--- src/rtl/host_reg_pkg.sv ---
// Shared types and constants for the host register responder.
// Pin positions on the uio bus, register-file geometry and the handshake FSM states.
package host_reg_pkg;

    localparam int ADDR_W      = 3;
    localparam int DATA_W      = 8;
    localparam int NUM_REGS    = 1 << ADDR_W;

    // Bit positions on uio_in / uio_out
    localparam int REQ_BIT     = 0;
    localparam int WE_BIT      = 1;
    localparam int ADDR_LSB    = 2;
    localparam int ACK_BIT     = 7;

    // Register that turns into the transfer counter when XFER_COUNT_EN is defined
    localparam int STATUS_ADDR = 7;

    // Only the ack pin is ever driven on the bidirectional bus
    localparam logic [7:0] UIO_OE_VAL = 8'h80;

    typedef enum logic [1:0] {
        ST_IDLE = 2'd0,
        ST_EXEC = 2'd1,
        ST_ACK  = 2'd2
    } state_t;

    // Host command fields, sampled directly from the pins while in EXEC
    typedef struct packed {
        logic              we;
        logic [ADDR_W-1:0] addr;
        logic [DATA_W-1:0] data;
    } host_cmd_t;

endpackage

--- src/rtl/sync_2ff.sv ---
// Two-flop synchronizer for one asynchronous control bit.
// Both stages clear on reset, so a request held across reset release still
// goes through the full two-cycle latency.
module sync_2ff (
    input  logic clk,
    input  logic rst,
    input  logic d,
    output logic q
);

    logic meta_q;
    logic sync_q;

    // Shift the asynchronous input through two flops.
    always_ff @(posedge clk or posedge rst) begin
        // NOTE: sequential state uses non-blocking (<=) so each flop samples the pre-edge value regardless of statement order.
        if (rst) begin
            meta_q <= 1'b0;
            sync_q <= 1'b0;
        end else begin
            meta_q <= d;
            sync_q <= meta_q;
        end
    end

    assign q = sync_q;

endmodule

--- src/rtl/host_reg_responder.sv ---
// Host register responder: 8 x 8-bit register file behind a four-phase
// req/ack handshake (IDLE -> EXEC -> ACK -> IDLE).
// Only req is synchronized; we, addr and write data are taken straight from
// the pins in EXEC, when the host is holding them stable.
// Optional build macro XFER_COUNT_EN: register 7 becomes a read-only count of
// executed transactions (wraps 255 -> 0); writes to it are acknowledged and dropped.
module host_reg_responder
    import host_reg_pkg::*;
(
    input  logic       clk,
    input  logic       rst,
    input  logic       ena,
    input  logic [7:0] ui_in,
    input  logic [7:0] uio_in,
    output logic [7:0] uo_out,
    output logic [7:0] uio_out,
    output logic [7:0] uio_oe
);

`ifdef XFER_COUNT_EN
    localparam bit COUNT_EN = 1'b1;
`else
    localparam bit COUNT_EN = 1'b0;
`endif

    localparam logic [ADDR_W-1:0] STATUS_IDX = ADDR_W'(STATUS_ADDR);

    state_t            state_q;
    state_t            state_d;
    logic              req_sync;
    logic              ack_q;
    logic              ack_d;
    logic              exec;
    logic              status_hit;
    host_cmd_t         cmd;
    logic [DATA_W-1:0] rd_data_q;
    logic [DATA_W-1:0] status_next;
    logic [DATA_W-1:0] regs_q [NUM_REGS];
    logic              unused_uio_bits;

    sync_2ff u_req_sync (
        .clk (clk),
        .rst (rst),
        .d   (uio_in[REQ_BIT]),
        .q   (req_sync)
    );

    assign cmd = '{
        we:   uio_in[WE_BIT],
        addr: uio_in[ADDR_LSB +: ADDR_W],
        data: ui_in
    };

    assign exec        = (state_q == ST_EXEC);
    assign status_hit  = COUNT_EN && (cmd.addr == STATUS_IDX);
    // Counter value including the transaction now executing
    assign status_next = regs_q[STATUS_IDX] + DATA_W'(1);

    // Upper uio bits are not part of the command
    assign unused_uio_bits = &{1'b0, uio_in[7:ADDR_LSB+ADDR_W]};

    // Next state and next ack; ack only rises out of ACK and stays while req is held.
    always_comb begin
        // NOTE: every signal written here gets a default first, otherwise a path that skips it infers a latch.
        state_d = state_q;
        ack_d   = 1'b0;
        unique case (state_q)
            ST_IDLE: begin
                // ena is only consulted here; a transaction already under way always completes
                if (req_sync && ena) begin
                    state_d = ST_EXEC;
                end
            end
            ST_EXEC: begin
                state_d = ST_ACK;
            end
            ST_ACK: begin
                // Keep ack while the host holds req; if req was already gone,
                // still give the host a single ack pulse on the first ACK cycle.
                ack_d = req_sync || !ack_q;
                if (!req_sync) begin
                    state_d = ST_IDLE;
                end
            end
            default: begin
                state_d = ST_IDLE;
            end
        endcase
    end

    // FSM state and registered ack.
    always_ff @(posedge clk or posedge rst) begin
        if (rst) begin
            state_q <= ST_IDLE;
            ack_q   <= 1'b0;
        end else begin
            state_q <= state_d;
            ack_q   <= ack_d;
        end
    end

    // Register file: commit host writes in EXEC and advance the transfer counter when enabled.
    always_ff @(posedge clk or posedge rst) begin
        if (rst) begin
            // NOTE: the register file must clear on reset, so it is built from flops; a RAM macro has no reset port.
            for (int i = 0; i < NUM_REGS; i++) begin
                regs_q[i] <= '0;
            end
        end else if (exec) begin
            if (cmd.we && !status_hit) begin
                regs_q[cmd.addr] <= cmd.data;
            end
            if (COUNT_EN) begin
                regs_q[STATUS_IDX] <= status_next;
            end
        end
    end

    // Read data register: loaded by reads in EXEC, untouched by writes.
    always_ff @(posedge clk or posedge rst) begin
        if (rst) begin
            rd_data_q <= '0;
        end else if (exec && !cmd.we) begin
            rd_data_q <= status_hit ? status_next : regs_q[cmd.addr];
        end
    end

    assign uo_out  = rd_data_q;
    assign uio_out = {ack_q, 7'b0};
    assign uio_oe  = UIO_OE_VAL;

endmodule

--- config.mk ---
export PLATFORM = sky130hd
export DESIGN_NAME = host_reg_responder
export DESIGN_NICKNAME = d
export VERILOG_FILES = /design/src/rtl/host_reg_pkg.sv /design/src/rtl/sync_2ff.sv /design/src/rtl/host_reg_responder.sv
export SDC_FILE = /design/constraint.sdc
export NUM_CORES = 1
export LEC_CHECK = 0
export CORE_ASPECT_RATIO = 1.75
export CORE_MARGIN = 1
export CORE_UTILIZATION = 50
export CTS_CLUSTER_SIZE = 20
export DETAILED_ROUTE_END_ITERATION = 16
export PLACE_DENSITY_LB_ADDON = 0.12
export SYNTH_ARGS = -nofsm -noshare
export SYNTH_HDL_FRONTEND = slang
export SYNTH_SLANG_ARGS = --single-unit
--- constraint.sdc ---
create_clock -name clk -period 3.7 [get_ports clk]
set_clock_uncertainty 0.05 [all_clocks]
set_input_delay 0.74 -clock clk [delete_from_list [all_inputs] [get_ports clk]]
set_output_delay 0.74 -clock clk [all_outputs]
set_load 0.01 [all_outputs]
## After elaboration in Yosys (flattened, before gate mapping)

Index checks and enable logic that the tools add are counted.
Widths: inputs -> output; s select.

- Register bits after elaboration: 77
- Input port bits: 19
- Output and inout port bits: 24

- Muxes and demuxes: 10
- Eq/ne operators: 4
- Reduce and logical (&&, ||, !) cells: 9
- Bitwise logic cells: 1
- $lt $le $gt $ge: 2

Operators by type and width:

| operator | count |
|---|---|
| $bwmux 64 | 1 |
| $bmux 8 s3 | 1 |
| $demux 8 s3 | 1 |
| $mux 8 | 3 |
| $pmux 2 s3 | 1 |
| $ge 4x4->1 const B | 1 |
| $lt 4x1->1 const B | 1 |
| $mux 2 | 2 |
| $ne 2x2->1 const B | 2 |
| $not 3->4 | 1 |
| $reduce_and 2->1 | 2 |
| $logic_and 1x1->1 | 3 |
| $eq 2x1->1 const B | 1 |
| $eq 2x2->1 const B | 1 |
| $logic_not 1->1 | 2 |
| $logic_not 2->1 | 1 |
| $logic_or 1x1->1 | 1 |
| $mux 1 | 1 |

## Longest topological paths before layout

Gate-level depths: netlist of run 1.

- Depth after elaboration: 6
- Mapped depth: 7
- Gate-level depth less buffers: 4

## By module

From an unflattened synthesis of run 1, not the netlist that was laid out.

- Cells, all modules: 246
- Area, all modules: 3,658.5 um^2

Modules (own cells, without submodules):

| module | area each (um^2) | cells each | seq. area each (um^2) | times used |
|---|---|---|---|---|
| host_reg_responder | 3,604.7 | 243 | 1,876.8 | 1 |
| sync_2ff | 53.8 | 3 | 50.0 | 1 |

## Least setup slack after synthesis of run 1

No wires, ideal clock.

- Path kind: input to register
- Start: input uio_in[3]
- End: register regs_q[16] in the netlist's numbering
- Cell stages on the path: 5
- Setup slack: 1,778 ps
- Buffers on the path: 2
- Arrival: 1,747 ps
- Path through: buf_4 nor2b_4 nor2b_1 buf_2 mux2_2

- Longest elaborated chain between the ends: 6
- Elaborated cells on any way between the ends: 7
- Classes of those cells: 2 x order compare; 3 x mux; 1 x bitwise; 1 x reduce/logical

RTL lines:

| element | RTL line | RTL |
|---|---|---|
| start: declaration | host_reg_responder.sv:14 | `input logic [7:0] uio_in,` |
| $not 3->4 (not written as such) (*) | host_reg_responder.sv:111 | `regs_q[cmd.addr] <= cmd.data;` |
| $ge 4x4->1 (not written as such) / $lt 4x1->1 (equally long branches) | host_reg_responder.sv:111 |  |
| $logic_and 1x1->1 (not written as such) | host_reg_responder.sv:111 |  |
| $mux 8 (not written as such) | host_reg_responder.sv:111 |  |
| $demux 8 s3 (*) | host_reg_responder.sv:111 |  |
| $bwmux 64 (*) | host_reg_responder.sv:111 |  |
| end signal: indexed assignment | host_reg_responder.sv:111 |  |
| end signal: indexed assignment | host_reg_responder.sv:114 | `regs_q[STATUS_IDX] <= status_next;` |
| end: declaration | host_reg_responder.sv:38 | `logic [DATA_W-1:0] regs_q [NUM_REGS];` |

Every way passes the cells marked *; elsewhere a longest branch is shown, timed or not.
A chain may end at the register's enable or synchronous reset.

## Final worst setup path of run 1

- Start: input uio_in[3]
- End: register regs_q[37] in the netlist's numbering

The elaborated chain is that of the path after synthesis.

==> impl_summary.log, run 1 <==
INFO  metric run_status = finished clean
INFO  metric drv_cap = 0
INFO  metric crit_required = 3.87 ns
INFO  metric detailedRoute.firstPassIterationCount = 4
INFO  metric share_of_power_burned_in_the_clock_network = 0.378
INFO  metric grt.total_usage = 0.219
INFO  metric ys_types = 40
INFO  metric placementRows = 41
INFO  metric p_seq_frac = 0.437
INFO  metric slew_violations = 0
INFO  metric cts.htree.levels = 3
INFO  metric synth_area_per_cell = 13.9 um^2
INFO  metric library_cell_contributing_the_largest_single_delay_on_the_critical_path = clkdlybuf4s50_1
INFO  metric hp-class = flop to flop
INFO  metric power.leakage = 2.13 nW
INFO  metric number_of_standard_cells_after_synthesis = 274
INFO  metric register_area = 0.00193 mm^2
INFO  metric io_buffers = 24
INFO  metric worst-path-max-fanout = 10
INFO  metric post-route-drc-count = 0
INFO  metric clock_insertion_delay_worst_skew = 0.34 ns
INFO  metric yosys_most_used_dff = dfrtp_1
INFO  metric routability_congestion_estimate_from_global_placement = 0.739
INFO  metric finalWorstPathRequiredPeriod = 2.57 ns
INFO  metric share_comb_of_total_power = 0.185
INFO  metric max_freq = 389 MHz
INFO  metric totalNegativeSetupSlack = 0 ns
INFO  metric final_common_cell = dfrtp_1
INFO  metric path_cells = clkdlybuf4s50_1 > buf_4 > and2_1 > nand2_8 > mux2_4
INFO  metric fp.dieArea = 0.00797 mm^2
INFO  metric number_of_enable_type_register_cells_in_the_synthesized_netlist = 0
INFO  metric grt_start_max_net_pins = 70
INFO  metric detailedRoute.firstIterationViolations = 113
INFO  metric synth_top_area_cell = dfrtp_1
INFO  metric post_cts.repair.setup_buffers = 0
INFO  metric worst_r2r_path_depth = 4
INFO  metric effective_utilization_at_floorplan = 0.522
INFO  metric die_x = 67.9 um
INFO  metric power.density_cell_area = 572 mW/mm^2
INFO  metric netSwitchingFraction = 0.245
INFO  metric cts_resized = 0
INFO  metric vias_in_the_first_global_route = 2283
INFO  metric clock_tree_from_tritoncts = built
INFO  metric number_of_antenna_violations_at_the_first_check_in_global_routing = 0
INFO  metric critical_path_type = input port to flop
INFO  metric nets = 322
INFO  metric fin_util = 0.604
INFO  metric design.portCount = 43
INFO  metric net-switching-power = 0.618 mW
INFO  metric netlist_top_cells_area = dfrtp_1, mux2_4, mux2_2, mux2i_1, buf_4
INFO  metric via_per_inst = 5.58
INFO  metric clockBufferDepth = 2
INFO  metric final-setup-viol-count = 0
INFO  metric slew_headroom = 0.505
INFO  metric detailedPlacementHpwl = 5.17 mm
INFO  metric cell_internal_pwr = 1.90 mW
INFO  metric worst-slew-pin-transition = 0.742 ns
INFO  metric timing.hold.worst_path_depth = 0
INFO  metric first_pass_grt_wire_length = 12.4 mm
INFO  metric area.growth.synth_to_final = 15.7%
INFO  metric most_frequent_cells_in_the_layout = dfrtp_1, mux2_2, mux2_4
INFO  metric n_antenna_cell = 0
INFO  metric syn-cell-area = 0.00380 mm^2
INFO  metric clock_sinks = 77
INFO  metric cts.reportedPaths.clkPinSlew = 0.06 ns
INFO  metric core_area = 0.00728 mm^2
INFO  metric setup_ws = 1.13 ns
INFO  metric drtAntennaViolNets = 0
INFO  metric synth_top_area_share = 0.507
INFO  metric ir_drop = 334 uV
INFO  metric clock-root-buffer = clkbuf_16
INFO  metric dpl_worst_slack = 0.767 ns
INFO  metric final.fill_count = 594
INFO  metric multiInputGateArea = 0.00170 mm^2
INFO  metric ys_async_sr_fraction = 1.00
INFO  metric vias = 2200
INFO  metric cts_made_buffers = 9
INFO  metric route.detailed.wl_per_inst = 19.6 um
INFO  metric ys.warnings.count = 0
INFO  metric synth-seq-cells = 77
INFO  metric timing.critical_path.slowest_cell_delay = 0.82 ns
INFO  metric rsz_0062_raised_after_global_routing = no
INFO  metric min_period_over_period = 0.694
INFO  metric worst_setup_path_start_kind = input port
INFO  metric critical_path.endpoint_type = flop
INFO  metric holdBufCountCts = 0
INFO  metric totalWireLength = 7.71 mm
INFO  metric die_h = 117 um
INFO  metric arrival_time_at_the_worst_endpoint = 2.74 ns
INFO  metric report.final.hold_viol_count = 0
INFO  metric grt-ovfl-total = 0
INFO  metric sequential_area_share_after_synthesis = 0.507
INFO  metric drive_gt1_frac = 0.351
-- registers in the layout, summed over array words and instances, names as in the netlist --
| name | count |
|---|---|
| uo_out | 8 |
| u_req_sync.meta_q | 1 |
| u_req_sync.q | 1 |
| state_q | 2 |
| ack_q | 1 |
| regs_q | 64 |
-- layout make-up --
class                   instances  share of cell area
clock inverters                 6              0.0196
flip-flops and latches         77               0.438
clock buffers                  10              0.0543
repair buffers                 35              0.0751
multi-input cells             177               0.386
well taps                      86              0.0245
inverters                       3             0.00256
-- critical path, delay by kind of cell --
| family | cells | cell delay [ns] |
|---|---|---|
| buf+inv | 2 | 1.07 |
| mux | 1 | 0.34 |
| simple gates | 2 | 0.58 |
-- metal layers --
layer | track usage | up-vias | wire (um)
met3 | 0.0525 | 16 | 229
met1 | 0.293 | 1124 | 3450
met4 | 0.100 | 0 | 221
met2 | 0.327 | 42 | 3820
met5 | 0 | - | 0
li1 | - | 1018 | -
-- Yosys cell counts, types with 2 or more instances --
| master | count |
|---|---|
| nand3b_1 | 3 |
| mux2_1 | 2 |
| nand2_8 | 4 |
| o21ai_0 | 5 |
| nor2_1 | 9 |
| a221o_1 | 2 |
| a21oi_1 | 4 |
| nand2b_1 | 2 |
| mux2_4 | 32 |
| mux2i_1 | 18 |
| nand2_1 | 5 |
| buf_2 | 4 |
| nor2b_4 | 2 |
| a31oi_1 | 7 |
| buf_4 | 22 |
| inv_1 | 3 |
| a22o_1 | 2 |
| a22oi_1 | 5 |
| a32oi_1 | 3 |
| a221oi_1 | 2 |
| mux2_2 | 36 |
| conb_1 | 2 |
| nor2b_1 | 5 |
| o22ai_1 | 2 |
| buf_6 | 2 |
| dfrtp_1 | 77 |
-- power groups by stage --
stage / logic (mW) / registers (mW) / clock network, mW
CTS: 0.473 / 1.10 / 0.972
finish: 0.467 / 1.10 / 0.952
global route: 0.507 / 1.12 / 1.00
global placement: 0.461 / 1.11 / 0
detailed placement: 0.471 / 1.11 / 0
floorplan: 0.319 / 1.11 / 0
-- metrics by stage --
step	instance area (um^2)	hold WS, ns	power [mW]	cells
detailed placement	4080	0.301	1.58	378
global placement	4080	0.292	1.57	378
global route	4400	0.321	2.63	394
finish	4400	0.307	2.52	394
floorplan	3850	0.281	1.43	287
CTS	4400	0.314	2.54	394
-- path summary, 6_finish.rpt --
kind	from	to	slack (ns)
worst max-delay path	uio_in[3]	regs_q[37]$_DFFE_PP0P_	1.13
worst min-delay path	u_req_sync.meta_q$_DFF_PP0_	u_req_sync.q$_DFF_PP0_	0.31
worst max register to register	state_q[1]$_DFFE_PP0P_	regs_q[47]$_DFFE_PP0P_	1.73
worst min register to register	u_req_sync.meta_q$_DFF_PP0_	u_req_sync.q$_DFF_PP0_	0.31
max in group asynchronous	rst	regs_q[39]$_DFFE_PP0P_	2.40
min in group asynchronous	rst	regs_q[54]$_DFFE_PP0P_	0.59
-- kinds of logic after synthesis --
logic type,Yosys count,share of synthesized area
other,2,0.00197
AO/OA/AOI/OAI,34,0.0625
flip-flops,77,0.507
buffers and inverters,33,0.0595
AND/OR/NAND/NOR,40,0.0832
multiplexers,88,0.286
No activity file was read; power rests on OpenSTA's default activity.
==> run 2, diff against run 1 <==
==> constraint.sdc (replaced) <==
create_clock -name clk -period 2.5 [get_ports clk]
set_clock_uncertainty 0.05 [all_clocks]
set_input_delay 0.5 -clock clk [delete_from_list [all_inputs] [get_ports clk]]
set_output_delay 0.5 -clock clk [all_outputs]
set_load 0.01 [all_outputs]
==> run 2 against run 1 <==
  * Worst hold slack got worse by 0.0035 ns
  * Die area unchanged
  * Non-clock buffer count increased by 7
  * Clock power increased by 49%
  * Routed wire length decreased by 0.75%
  * Cell count increased by 1.8%
  * Worst setup slack got worse by 0.62 ns
  * Register-to-register slack got worse by 0.89 ns
  * Combinational power increased by 49%
  * Sequential power increased by 48%
==> impl_summary.log, run 2 (synthesis results as in run 1) <==
INFO  metric die_x = 67.9 um (unchanged)
INFO  metric totalWireLength = 7.66 mm (was 7.71 mm)
INFO  metric cts_made_buffers = 9 (unchanged)
INFO  metric effective_utilization_at_floorplan = 0.522 (unchanged)
INFO  metric slew_headroom = 0.665 (was 0.505)
INFO  metric library_cell_contributing_the_largest_single_delay_on_the_critical_path = clkdlybuf4s50_1 (unchanged)
INFO  metric critical_path_type = input port to flop (unchanged)
INFO  metric report.final.hold_viol_count = 0 (unchanged)
INFO  metric drtAntennaViolNets = 0 (unchanged)
INFO  metric placementRows = 41 (unchanged)
INFO  metric timing.critical_path.slowest_cell_delay = 0.51 ns (was 0.82 ns)
INFO  metric io_buffers = 24 (unchanged)
INFO  metric clock_sinks = 77 (unchanged)
INFO  metric crit_required = 2.67 ns (was 3.87 ns)
INFO  metric max_freq = 502 MHz
INFO  metric via_per_inst = 5.55 (was 5.58)
INFO  metric route.detailed.wl_per_inst = 19.1 um (was 19.6 um)
INFO  metric grt.total_usage = 0.221 (was 0.219)
INFO  metric post_cts.repair.setup_buffers = 0 (unchanged)
INFO  metric critical_path.top_delay_family = buffers and inverters (unchanged)
INFO  metric arrival_time_at_the_worst_endpoint = 2.16 ns (was 2.74 ns)
INFO  metric clockBufferDepth = 2 (unchanged)
INFO  metric hp-class = flop to flop (unchanged)
INFO  metric critical_path.endpoint_type = flop (unchanged)
INFO  metric grt_start_max_net_pins = 35 (was 70)
INFO  metric fin_util = 0.617 (was 0.604)
INFO  metric vias = 2227 (was 2200)
INFO  metric drv_cap = 0 (unchanged)
INFO  metric cts.reportedPaths.clkPinSlew = 0.06 ns (about the same)
INFO  metric cts.htree.levels = 3 (unchanged)
INFO  metric fp.dieArea = 0.00797 mm^2 (unchanged)
INFO  metric totalNegativeSetupSlack = 0 ns (unchanged)
INFO  metric rsz_0062_raised_after_global_routing = no (unchanged)
INFO  metric dp_cells = 385 (was 378)
INFO  metric worst_setup_path_start_kind = input port (unchanged)
INFO  metric nets = 329 (was 322)
INFO  metric clock_insertion_delay_worst_skew = 0.34 ns (about the same)
INFO  metric min_period_over_period = 0.797
INFO  metric drive_gt1_frac = 0.365 (was 0.351)
INFO  metric most_frequent_cells_in_the_layout = dfrtp_1, mux2_2, mux2_4 (unchanged)
INFO  metric design.portCount = 43 (unchanged)
INFO  metric clock-root-buffer = clkbuf_16 (unchanged)
INFO  metric detailedPlacementHpwl = 5.11 mm (was 5.17 mm)
INFO  metric clock_tree_from_tritoncts = built (unchanged)
INFO  metric core_area = 0.00728 mm^2 (unchanged)
INFO  metric final-setup-viol-count = 0 (unchanged)
INFO  metric path_cells = clkdlybuf4s50_1 > buf_12 > nor2b_1 > buf_4 > nand2_8 > mux2_4 (was clkdlybuf4s50_1 > buf_4 > and2_1 > nand2_8 > mux2_4)
INFO  metric cts_resized = 0 (unchanged)
INFO  metric run_status = finished clean (unchanged)
INFO  metric detailedRoute.firstIterationViolations = 164 (was 113)
INFO  metric final_common_cell = dfrtp_1 (unchanged)
INFO  metric vias_in_the_first_global_route = 2322 (was 2283)
INFO  metric largest_register = regs_q (unchanged)
INFO  metric detailedRoute.firstPassIterationCount = 4 (unchanged)
INFO  metric report.power.total = 3.74 mW (was 2.52 mW)
INFO  metric post-route-drc-count = 0 (unchanged)
INFO  metric non_filler_instance_count_after_layout = 401 (was 394)
INFO  metric largest_register_ffs = 64 (unchanged)
INFO  metric slew_violations = 0 (unchanged)
INFO  metric worst-path-max-fanout = 20 (was 10)
INFO  metric grt-ovfl-total = 0 (unchanged)
INFO  metric power.leakage = 2.18 nW (was 2.13 nW)
INFO  metric first_pass_grt_wire_length = 12.6 mm (was 12.4 mm)
INFO  metric die_h = 117 um (unchanged)
INFO  metric ir_drop = 633 uV (was 334 uV)
INFO  metric area.growth.synth_to_final = 18.2% (was 15.7%)
INFO  metric finalWorstPathRequiredPeriod = 1.99 ns
INFO  metric number_of_antenna_violations_at_the_first_check_in_global_routing = 0 (unchanged)
INFO  metric worst-slew-pin-transition = 0.502 ns (was 0.742 ns)
INFO  metric n_antenna_cell = 0 (unchanged)
INFO  metric cp.buffers_inverters = 3 (was 2)
INFO  metric holdBufCountCts = 0 (unchanged)
INFO  metric power.density_cell_area = 833 mW/mm^2 (was 572 mW/mm^2)
INFO  metric routability_congestion_estimate_from_global_placement = 0.754 (was 0.739)
[run 2: cell count changes in the layout (fill, tap and decap cells not counted)]
cell        before  now
buf_4           10   14
inv_2            1    0
buf_12           1    4
clkinvlp_4       1    2
[run 2: layer usage]
layer / up-vias / track usage / routed length, um
met2: 43 / 0.338 / 3840
met5: - / 0 / 0
li1: 1032 / - / -
met3: 9 / 0.0496 / 241
met1: 1143 / 0.304 / 3460
met4: 0 / 0.0742 / 114
[run 2: final cells by class]
class                   instances  area [um^2]
clock buffers                  10          239
clock inverters                 6         86.3
fillers                       603         2790
inverters                       3         15.0
multi-input cells             177         1700
flip-flops and latches         77         1930
well taps                      86          108
repair buffers                 42          420
[run 2: worst register-to-register path, cell delays in order (launching register included)]
cell	delay, ns
dfrtp_1	0.42
nor2b_4	0.17
nand3_2	0.14
nor2b_1	0.22
buf_4	0.20
mux2_2	0.35
[run 2: through the flow]
step                      setup slack (ns)  instance area (um^2)  hold slack (ns)
after CTS                            0.507                  4490            0.311
final                                0.508                  4490            0.304
after global routing                 0.456                  4490            0.322
after global placement               0.186                  4170            0.293
after detailed placement             0.157                  4170            0.288
after floorplan                      0.818                  3860            0.281
[run 2: final timing paths]
check / from / endpoint / slack (ns) / depth (start not counted)
max: uio_in[3] / regs_q[45]$_DFFE_PP0P_ / 0.51 / 6
min: u_req_sync.meta_q$_DFF_PP0_ / u_req_sync.q$_DFF_PP0_ / 0.30 / 0
max reg2reg: state_q[1]$_DFFE_PP0P_ / regs_q[18]$_DFFE_PP0P_ / 0.84 / 5
min reg2reg: u_req_sync.meta_q$_DFF_PP0_ / u_req_sync.q$_DFF_PP0_ / 0.30 / 0
max in group asynchronous: rst / regs_q[16]$_DFFE_PP0P_ / 1.38 / 3
min in group asynchronous: rst / regs_q[14]$_DFFE_PP0P_ / 0.49 / 2
[run 2: power breakdown]
group | leakage [nW] | total [mW] | switching, mW | internal (mW)
registers | 1.01 | 1.63 | 0.134 | 1.49
logic | 1.01 | 0.696 | 0.266 | 0.430
clock network | 0.158 | 1.42 | 0.518 | 0.899
==> run 3, diff against run 2 <==
==> constraint.sdc (replaced) <==
create_clock -name clk -period 1.7 [get_ports clk]
set_clock_uncertainty 0.05 [all_clocks]
set_input_delay 0.34 -clock clk [delete_from_list [all_inputs] [get_ports clk]]
set_output_delay 0.34 -clock clk [all_outputs]
set_load 0.01 [all_outputs]
==> run 3 against run 2 <==
  * First-iteration DRC count decreased by 46%
  * Register-to-register slack got worse by 0.76 ns
  * Non-clock buffer count up 21
  * Flip-flop and latch count stayed put
  * Critical path depth did not move
  * Routed wire length rose by 2.8%
  * Clock power up 25%
  * Via count up 3.7%
  * Highest routed layer unchanged
==> impl_summary.log, run 3 (synthesis results as in run 1) <==
INFO  metric holdBufCountCts = 0 (unchanged)
INFO  metric non_filler_instance_count_after_layout = 421 (was 401)
INFO  metric final.fill_count = 580 (was 603)
INFO  metric detailedRoute.firstPassIterationCount = 4 (unchanged)
INFO  metric effective_utilization_at_floorplan = 0.522 (unchanged)
INFO  metric vias_in_the_first_global_route = 2299 (was 2322)
INFO  metric min_period_over_period = 0.969
INFO  metric placedInstanceArea = 0.00434 mm^2 (was 0.00417 mm^2)
INFO  metric netSwitchingFraction = 0.245 (about the same)
INFO  metric grt-ovfl-total = 0 (unchanged)
INFO  metric critical_path.top_delay_family = buffers and inverters (unchanged)
INFO  metric cp.buffers_inverters = 3 (unchanged)
INFO  metric routability_congestion_estimate_from_global_placement = 0.780 (was 0.754)
INFO  metric drive_gt1_frac = 0.400 (was 0.365)
INFO  metric cp_num_cells = 6 (unchanged)
INFO  metric design.portCount = 43 (unchanged)
INFO  metric worst_r2r_path_depth = 5 (unchanged)
INFO  metric cell_internal_pwr = 3.96 mW (was 2.82 mW)
INFO  metric die_x = 67.9 um (unchanged)
INFO  metric core_area = 0.00728 mm^2 (unchanged)
INFO  metric hp-class = input port to asynchronous set/reset pin (was flop to flop)
INFO  metric run_status = finished clean (unchanged)
INFO  metric route.detailed.wl_per_inst = 18.7 um (was 19.1 um)
INFO  metric report.final.hold_viol_count = 0 (unchanged)
INFO  metric nets = 350 (was 329)
INFO  metric largest_register_ffs = 64 (unchanged)
INFO  metric n_antenna_cell = 0 (unchanged)
INFO  metric rsz_0062_raised_after_global_routing = no (unchanged)
INFO  metric most_frequent_cells_in_the_layout = dfrtp_1, mux2_2, mux2_4, buf_4, clkdlybuf4s50_1 (was dfrtp_1, mux2_2, mux2_4)
INFO  metric crit_required = 1.87 ns (was 2.67 ns)
INFO  metric vias = 2309 (was 2227)
INFO  metric timing.critical_path.slowest_cell_delay = 0.50 ns (was 0.51 ns)
INFO  metric detailedPlacementHpwl = 5.54 mm (was 5.11 mm)
INFO  metric critical_path_type = input port to flop (unchanged)
INFO  metric final_common_cell = dfrtp_1 (unchanged)
INFO  metric totalNegativeSetupSlack = 0 ns (unchanged)
INFO  metric placementRows = 41 (unchanged)
INFO  metric clock-root-buffer = clkbuf_16 (unchanged)
INFO  metric drv_cap = 0 (unchanged)
INFO  metric power.density_cell_area = 1130 mW/mm^2 (was 833 mW/mm^2)
INFO  metric totalWireLength = 7.87 mm (was 7.66 mm)
INFO  metric detailedRoute.firstIterationViolations = 89 (was 164)
INFO  metric arrival_time_at_the_worst_endpoint = 1.81 ns (was 2.16 ns)
INFO  metric hold_ws = 0.201 ns (was 0.304 ns)
INFO  metric critical_path.endpoint_type = flop (unchanged)
INFO  metric clock_sinks = 77 (unchanged)
INFO  metric clock_tree_from_tritoncts = built (unchanged)
INFO  metric clockBufferDepth = 2 (unchanged)
INFO  metric post_route_cell_area = 0.00465 mm^2 (was 0.00449 mm^2)
INFO  metric io_buffers = 24 (unchanged)
INFO  metric ir_drop = 868 uV (was 633 uV)
INFO  metric drtAntennaViolNets = 0 (unchanged)
INFO  metric number_of_antenna_violations_at_the_first_check_in_global_routing = 0 (unchanged)
INFO  metric finalWorstPathRequiredPeriod = 1.65 ns
INFO  metric die_h = 117 um (unchanged)
INFO  metric fin_util = 0.638 (was 0.617)
INFO  metric net-switching-power = 1.28 mW (was 0.919 mW)
INFO  metric path_cells = clkdlybuf4s50_1 > buf_12 > nor2b_1 > buf_4 > nand2_8 > mux2_4 (unchanged)
INFO  metric largest_register = regs_q (unchanged)
INFO  metric cts_made_buffers = 9 (unchanged)
INFO  metric grt_start_max_net_pins = 40 (was 35)
INFO  metric worst-path-max-fanout = 12 (was 20)
INFO  metric share_comb_of_total_power = 0.203 (was 0.186)
INFO  metric first_pass_grt_wire_length = 12.4 mm (was 12.6 mm)
INFO  metric cts.htree.levels = 3 (unchanged)
INFO  metric share_of_power_burned_in_the_clock_network = 0.339 (was 0.379)
INFO  metric grt.total_usage = 0.217 (was 0.221)
INFO  metric max_freq = 607 MHz
INFO  metric worst_setup_path_start_kind = input port (unchanged)
INFO  metric cts.reportedPaths.clkPinSlew = 0.05 ns (was 0.06 ns)
INFO  metric slew_violations = 0 (unchanged)
INFO  metric post-route-drc-count = 0 (unchanged)
INFO  metric dp_cells = 405 (was 385)
INFO  metric final-setup-viol-count = 0 (unchanged)
INFO  metric p_seq_frac = 0.457 (was 0.435)
INFO  metric via_per_inst = 5.48 (was 5.55)
INFO  metric power.leakage = 2.28 nW (was 2.18 nW)
INFO  metric fp.dieArea = 0.00797 mm^2 (unchanged)
INFO  metric clock_insertion_delay_worst_skew = 0.33 ns (was 0.34 ns)
INFO  metric area.growth.synth_to_final = 22.2% (was 18.2%)
INFO  metric library_cell_contributing_the_largest_single_delay_on_the_critical_path = clkdlybuf4s50_1 (unchanged)
-- run 3: cell types whose count changed in the layout (fill, tap and decap cells not counted) --
cell	change
buf_4	+18
buf_12	+3
bufinv_16	-2
clkbuf_1	+2
clkbuf_8	+2
clkdlybuf4s50_1	-1
clkinv_2	-1
clkinv_4	-1
clkinvlp_4	-1
dlymetal6s2s_1	+1
nor2b_1	-1
nor2b_2	+1
-- run 3: what timing repair did --
item / 4_1_cts / 5_1_grt
resized for setup: 0 / 2
setup buffers: 0 / 1
setup endpoints to repair: 0 / 24
-- run 3: worst paths after layout --
check	endpoint	slack (ns)	from
setup / recovery	regs_q[46]$_DFFE_PP0P_	0.05	uio_in[3]
hold / removal	regs_q[54]$_DFFE_PP0P_	0.20	rst
setup reg to reg	regs_q[18]$_DFFE_PP0P_	0.08	state_q[1]$_DFFE_PP0P_
hold reg to reg	u_req_sync.q$_DFF_PP0_	0.32	u_req_sync.meta_q$_DFF_PP0_
max in group asynchronous	regs_q[57]$_DFFE_PP0P_	0.99	rst
min in group clk	u_req_sync.q$_DFF_PP0_	0.32	u_req_sync.meta_q$_DFF_PP0_
-- run 3: cell type report --
type                    count  area, um^2  share of cell area
flip-flops and latches     77        1930               0.415
clock buffers              14         274              0.0590
repair buffers             63         618               0.133
well taps                  86         108              0.0231
inverters                   3        15.0             0.00323
multi-input cells         177        1700               0.366
clock inverters             1        5.00             0.00108
-- run 3: routing by layer --
metal  GRT usage  vias to the layer above  share of wire  wire length [um]
li1            -                     1077              -                 -
met1       0.281                     1174           0.43              3390
met2       0.346                       49           0.52              4080
met3      0.0554                        9          0.037               293
met4      0.0703                        0          0.014               112
met5           0                        -              0                 0
-- run 3: per-stage QoR --
| stage | setup WS (ns) | total power, mW |
|---|---|---|
| floorplan | 0.178 | 3.10 |
| finish | 0.0520 | 5.25 |
| global route | 0.000774 | 5.49 |
| global placement | -0.330 | 3.46 |
| CTS | 0.00161 | 5.29 |
| detailed placement | -0.351 | 3.50 |
-- run 3: power by group through the flow --
stage	combinational [mW]	clock [mW]	sequential, mW
finish	1.07	1.78	2.40
global route	1.16	1.89	2.44
CTS	1.08	1.81	2.40
detailed placement	1.08	0	2.43
global placement	1.05	0	2.41
floorplan	0.695	0	2.41
-- run 3: worst register-to-register path, stage by stage (launching register included) --
cell and delay, ns:
dfrtp_1 0.42, nor2b_4 0.18, nand3_2 0.16, nor2b_2 0.17, buf_4 0.18, mux2_2 0.35
